### src/rtl/rf_ctrl_pkg.sv
// Shared types for regfile_ctrl: command opcodes, controller states, register count.
// S_VFY exists only when RF_WRITE_VERIFY_EN is defined.
package rf_ctrl_pkg;

  localparam int NREGS = 8;

  typedef enum logic [1:0] {
    OP_LOADI = 2'b00,
    OP_MOV   = 2'b01,
    OP_READ  = 2'b10,
    OP_DUMP  = 2'b11
  } op_e;

  typedef enum logic [2:0] {
    S_IDLE = 3'd0,
    S_RD   = 3'd1,
    S_WR   = 3'd2,
`ifdef RF_WRITE_VERIFY_EN
    S_VFY  = 3'd4,
`endif
    S_RSP  = 3'd3
  } state_e;

endpackage

### src/rtl/regfile_ctrl.sv
// Command-driven initiator for the 8x16 regfile ports: LOADI/MOV/READ/DUMP in, read data out.
// Optional write-verify step with a sticky wr_err flag is enabled by RF_WRITE_VERIFY_EN.
module regfile_ctrl
  import rf_ctrl_pkg::*;
#(
  parameter int DATA_W = 16,
  parameter int ADDR_W = 3
) (
  input  logic              clk,
  input  logic              reset,
  input  logic              cmd_valid,
  output logic              cmd_ready,
  input  logic [1:0]        cmd_op,
  input  logic [ADDR_W-1:0] cmd_rd,
  input  logic [ADDR_W-1:0] cmd_rs,
  input  logic [DATA_W-1:0] cmd_imm,
  output logic [DATA_W-1:0] rf_data_in,
  output logic [ADDR_W-1:0] rf_writenum,
  output logic              rf_write,
  output logic [ADDR_W-1:0] rf_readnum,
  input  logic [DATA_W-1:0] rf_data_out,
  output logic              rsp_valid,
  input  logic              rsp_ready,
  output logic [DATA_W-1:0] rsp_data,
  output logic [ADDR_W-1:0] rsp_idx,
  output logic              rsp_last,
  output logic              wr_err,
  output logic [2:0]        state_dbg
);

  // Both streams use valid/ready: a transfer happens on a rising edge where valid and
  // ready are both high; the producer keeps valid and payload stable until that edge.

  localparam logic [ADDR_W-1:0] LAST_IDX = ADDR_W'((1 << ADDR_W) - 1);

  state_e            state, state_n;
  op_e               op_q, op_n;
  logic [ADDR_W-1:0] rd_q, rd_n;
  logic [ADDR_W-1:0] cnt, cnt_n;
  logic [DATA_W-1:0] data_in_n, rsp_data_n;
  logic [ADDR_W-1:0] writenum_n, readnum_n, rsp_idx_n;
  logic              write_n, rsp_valid_n, rsp_last_n;
  logic              accept;

`ifdef RF_WRITE_VERIFY_EN
  logic err_q, err_n;
`endif

  assign cmd_ready = (state == S_IDLE) && !reset;
  assign accept    = cmd_valid && cmd_ready;
  assign state_dbg = state;

  always_comb begin
    state_n     = state;
    op_n        = op_q;
    rd_n        = rd_q;
    cnt_n       = cnt;
    data_in_n   = rf_data_in;
    writenum_n  = rf_writenum;
    write_n     = 1'b0;
    readnum_n   = rf_readnum;
    rsp_valid_n = rsp_valid;
    rsp_data_n  = rsp_data;
    rsp_idx_n   = rsp_idx;
    rsp_last_n  = rsp_last;
`ifdef RF_WRITE_VERIFY_EN
    err_n       = err_q;
`endif
    case (state)
      S_IDLE: begin
        if (accept) begin
          op_n = op_e'(cmd_op);
          rd_n = cmd_rd;
          case (op_e'(cmd_op))
            OP_LOADI: begin
              writenum_n = cmd_rd;
              data_in_n  = cmd_imm;
              write_n    = 1'b1;
              state_n    = S_WR;
            end
            OP_MOV, OP_READ: begin
              readnum_n = cmd_rs;
              state_n   = S_RD;
            end
            default: begin
              cnt_n     = '0;
              readnum_n = '0;
              state_n   = S_RD;
            end
          endcase
        end
      end
      S_RD: begin
        if (op_q == OP_MOV) begin
          data_in_n  = rf_data_out;
          writenum_n = rd_q;
          write_n    = 1'b1;
          state_n    = S_WR;
        end else begin
          // rf_readnum already holds rs (READ) or cnt (DUMP), so it doubles as the index
          rsp_data_n  = rf_data_out;
          rsp_idx_n   = rf_readnum;
          rsp_last_n  = (op_q == OP_READ) || (cnt == LAST_IDX);
          rsp_valid_n = 1'b1;
          state_n     = S_RSP;
        end
      end
      S_WR: begin
`ifdef RF_WRITE_VERIFY_EN
        readnum_n = rf_writenum;
        state_n   = S_VFY;
`else
        state_n   = S_IDLE;
`endif
      end
`ifdef RF_WRITE_VERIFY_EN
      S_VFY: begin
        err_n   = err_q | (rf_data_out != rf_data_in);
        state_n = S_IDLE;
      end
`endif
      S_RSP: begin
        if (rsp_ready) begin
          rsp_valid_n = 1'b0;
          if (rsp_last) begin
            state_n = S_IDLE;
          end else begin
            cnt_n     = cnt + 1'b1;
            readnum_n = cnt + 1'b1;
            state_n   = S_RD;
          end
        end
      end
      default: state_n = S_IDLE;
    endcase
  end

  always_ff @(posedge clk) begin
    if (reset) begin
      state       <= S_IDLE;
      op_q        <= OP_LOADI;
      rd_q        <= '0;
      cnt         <= '0;
      rf_data_in  <= '0;
      rf_writenum <= '0;
      rf_write    <= 1'b0;
      rf_readnum  <= '0;
      rsp_valid   <= 1'b0;
      rsp_data    <= '0;
      rsp_idx     <= '0;
      rsp_last    <= 1'b0;
    end else begin
      state       <= state_n;
      op_q        <= op_n;
      rd_q        <= rd_n;
      cnt         <= cnt_n;
      rf_data_in  <= data_in_n;
      rf_writenum <= writenum_n;
      rf_write    <= write_n;
      rf_readnum  <= readnum_n;
      rsp_valid   <= rsp_valid_n;
      rsp_data    <= rsp_data_n;
      rsp_idx     <= rsp_idx_n;
      rsp_last    <= rsp_last_n;
    end
  end

`ifdef RF_WRITE_VERIFY_EN
  always_ff @(posedge clk) begin
    if (reset) err_q <= 1'b0;
    else       err_q <= err_n;
  end
  assign wr_err = err_q;
`else
  assign wr_err = 1'b0;
`endif

endmodule

### config.mk
export PLATFORM = sky130hd
export DESIGN_NAME = regfile_ctrl
export DESIGN_NICKNAME = d
export VERILOG_FILES = /design/src/rtl/rf_ctrl_pkg.sv /design/src/rtl/regfile_ctrl.sv
export SDC_FILE = /design/constraint.sdc
export NUM_CORES = 1
export LEC_CHECK = 0
export CELL_PAD_IN_SITES_DETAIL_PLACEMENT = 0
export CELL_PAD_IN_SITES_GLOBAL_PLACEMENT = 2
export CORE_MARGIN = 8
export CORE_UTILIZATION = 24
export DETAILED_ROUTE_END_ITERATION = 6
export GPL_ROUTABILITY_DRIVEN = 0
export GPL_TIMING_DRIVEN = 0
export PLACE_DENSITY = 0.87
export SYNTH_ARGS = -nofsm -noshare
export SYNTH_HDL_FRONTEND = slang
export SYNTH_SLANG_ARGS = --single-unit
### constraint.sdc
create_clock -name clk -period 1.95 [get_ports clk]
set_clock_uncertainty 0.05 [all_clocks]
set_input_delay 0.39 -clock clk [delete_from_list [all_inputs] [get_ports clk]]
set_output_delay 0.39 -clock clk [all_outputs]
set_load 0.005 [all_outputs]
==> impl_metrics.csv <==
group,metric,value,unit
outcome,status,"complete, no violations",
grt,grt_max_degree,16,
placed_design,placed_cells,486,
floorplanning,coreArea,9590,um^2
worst_setup_path,slowest_stage,"clkdlybuf4s50_1",
worst_setup_path,cp-end-kind,"register",
power,p_per_area,703,nW/um^2
clock_network,clk_path_buf_depth,2,
drt,drc_errors,0,
worst_setup_path,cp.depth,7,
logic_synthesis,avgSynthCellArea,8.92,um^2
clock_network,cts_sinks,54,
worst_setup_path,cp.required,2.13,ns
clock_network,numCtsBuffers,5,
drt,vias,2176,
logic_synthesis,yosysUniqueCellTypes,32,
floorplanning,start_util,24.3,%
sta,maxSlewViolCount,0,
floorplanning,die_h,115,um
worst_setup_path,rrSetupSlack,0.25,ns
sta,final_min_period_over_clock_period,94.9,%
logic_synthesis,synth_edf_count,0,
worst_hold_path,hold_depth,3,
floorplanning,io_pins,93,
worst_setup_path,start_kind,"primary input",
cells_and_area,layout.cells.non_filler,496,
clock_network,cts_hold_buf,0,
logic_synthesis,synth_seq_cells,54,
floorplanning,die_w,115,um
worst_setup_path,critPathMaxStageDelay,0.54,ns
cells_and_area,diodes,0,
cells_and_area,fin_nets,410,
worst_setup_path,criticalPathCategory,"in -> reg",
clock_network,root_buffer,"clkbuf_8",
placed_design,place_ws,-0.843,ns
sta,worst_slew_pin_slew,0.709,ns
logic_synthesis,syn_inst,262,
grt,grt_first_pass_wirelength,11600,um
power,ir_drop,0.275,mV
worst_setup_path,critPathMostFrequentCell,"buf_4",
drt,first_pass_iters,4,
logic_synthesis,ys_warn_count,0,
cells_and_area,nFillCells,1021,
clock_network,insertion_delay,0.30,ns
sta,finalSetupViolCount,0,
cells_and_area,drive_gt1_share,12.1,%
grt,grt_use_total,11.2,%
power,p_leak,0.00138,uW
job,max-cap-violations,0,
sta,fin_ws,0.0993,ns
grt,antenna_found_initial,0,
sta,rsz0062_at_grt,"no",
logic_synthesis,ys_seq_area_share,46.3,%
placed_design,portBuffers,90,
drt,via_per_inst,4.39,
cells_and_area,area_delta_synth_final,53.2,%
worst_setup_path,path_cells,"clkdlybuf4s50_1 > nand2b_1 > a221oi_2 > buf_4 > buf_4 > nor2_1 > a211oi_2",
worst_hold_path,hold_path.class,"in -> reg",
drt,ant_nets,0,
sta,fmax,0.540,GHz
sta,hold_viol_final,0,
floorplanning,row_count,36,
sta,slew_headroom,52.7,%
sta,fin_crit,1.85,ns
grt,grt_pass1_vias,2211,
worst_setup_path,path_buf_inv,3,
logic_synthesis,synthArstFlopShare,0,%
grt,overflow,0,
floorplanning,die_area,13100,um^2
placed_design,dp.final_hpwl,5700,um
logic_synthesis,ys.flop_type,"dfxtp_1",
drt,first_iter_violations,147,
drt,wl_per_cell,15.0,um
clock_network,cts_tree,"done",
drt,wl,7440,um
logic_synthesis,synth_area,2340,um^2
clock_network,cts-htree-levels,2,
worst_setup_path,cp_data_arrival_time,2.03,ns
worst_setup_path,crit_path_max_fanout,6,
worst_setup_path,path_delay_family,"buffers and inverters",
worst_setup_path,rr_worst_depth,5,
clock_network,clkTransAtPathRegs,0.09,ns
## state kept, by name (all words and copies together), names as in the netlist
name and count:
rf_data_in 16, rsp_data 16, cnt 3, rd_q 3, rf_readnum 3, rf_writenum 3, rsp_idx 3, op_q 2
state_dbg 2, rf_write 1, rsp_last 1, rsp_valid 1
## worst paths after layout
path	from	end
min	cmd_op[1]	op_q[1]$_SDFFE_PP0P_
max	cmd_valid	rf_data_in[5]$_SDFFE_PP0P_
min reg2reg	rsp_data[13]$_SDFFE_PP0N_	rsp_data[13]$_SDFFE_PP0N_
max reg2reg	state_dbg[1]$_SDFFE_PP0P_	rsp_last$_SDFFE_PP0N_
## stage by stage
stage | utilization [%] | hold slack, ns | total power [uW] | setup TNS, ns | area [um^2]
6_report | 37.3 | 0.334 | 2520 | 0 | 3580
3_3_place_gp | 35.5 | 0.392 | 1880 | -10.82 | 3410
4_1_cts | 37.1 | 0.413 | 2550 | 0 | 3560
2_1_floorplan | - | 0.399 | 1550 | 0 | 2340
3_5_place_dp | 35.5 | 0.399 | 1880 | -11.17 | 3410
5_1_grt | 37.3 | 0.361 | 2660 | 0 | 3580
## timing repair
| action | CTS | global route |
|---|---|---|
| resized for setup | 14 | 8 |
| gates cloned | 0 | 0 |
| endpoints found under the setup margin | 12 | 23 |
| buffers inserted | 2 | 0 |
| pin swaps | 1 | 2 |
## cell type report
cell class	instances	area, um^2	share of cell area, %
Sequential cell	54	1080	30.2
Multi-Input combinational cell	185	1170	32.7
Buffer	20	138	3.85
Clock buffer	7	86.3	2.41
Inverter	4	15.0	0.420
Clock inverter	1	5.00	0.140
Timing Repair Buffer	92	916	25.6
Tap cell	133	166	4.65
## cells in the final DEF (no fill, tap or decap), drive strengths merged, types with 2 or more instances in the layout
cell / netlist / final
nand2: 45 / 45
mux2i: 21 / 21
ha: 4 / 4
a21oi: 24 / 24
dfxtp: 54 / 54
a31oi: 3 / 3
nand3: 3 / 3
conb: 1 / 2
buf: 11 / 14
and3: 2 / 2
nand2b: 7 / 7
clkbuf: 9 / 16
inv: 4 / 4
clkdlybuf4s50: 0 / 87
a211oi: 24 / 24
nand4b: 2 / 2
dlymetal6s2s: 0 / 2
nor3: 2 / 2
o21ai: 4 / 4
nor2: 31 / 31
## per-layer routing
metal | vias to the layer above | wire [um] | track usage, %
met4 | 0 | 147 | 3.19
met2 | 61 | 3440 | 18.5
li1 | 1106 | - | -
met3 | 13 | 543 | 3.85
met5 | - | 0 | 0
met1 | 996 | 3310 | 13.2
## tightest hold or removal path, stage by stage
cell            delay [ns]
dlymetal6s2s_1        0.14
nand2_1               0.06
o21ai_0               0.06
## where the power goes
part | internal [uW] | switching, uW | total, uW
Combinational | 342 | 289 | 631
Sequential | 1180 | 53.9 | 1240
Clock | 288 | 359 | 647
Total | 1810 | 702 | 2520
## kinds of logic (layout without fill, tap and decap cells)
| kind of cell | count (synthesis) | after routing | share of synthesized area [%] |
|---|---|---|---|
| multiplexers | 21 | 21 | 9.00 |
| AO/OA/AOI/OAI | 61 | 61 | 19.3 |
| AND/OR/NAND/NOR | 97 | 97 | 18.2 |
| buffers and inverters | 24 | 124 | 4.98 |
| adder cells (fa/ha/maj) | 4 | 4 | 2.14 |
| other | 1 | 2 | 0.161 |
| flip-flops | 54 | 54 | 46.3 |
## synth_stat cells, types with 2 or more instances
library cell / count / share of area, %
nand2_1: 45 / 7.2
inv_1: 4 / 0.64
a211oi_2: 10 / 5.4
buf_2: 6 / 1.3
nand2b_1: 7 / 1.9
o21ai_0: 4 / 0.86
buf_4: 5 / 1.6
a211oi_1: 14 / 4.5
and3_1: 2 / 0.54
nand3_1: 3 / 0.64
dfxtp_1: 54 / 46
clkbuf_1: 9 / 1.4
nor2_1: 31 / 5.0
a21oi_1: 24 / 5.1
a31oi_1: 3 / 0.80
ha_1: 4 / 2.1
nand4b_1: 2 / 0.75
mux2i_1: 21 / 9.0
(Power assumes the default switching activity.)
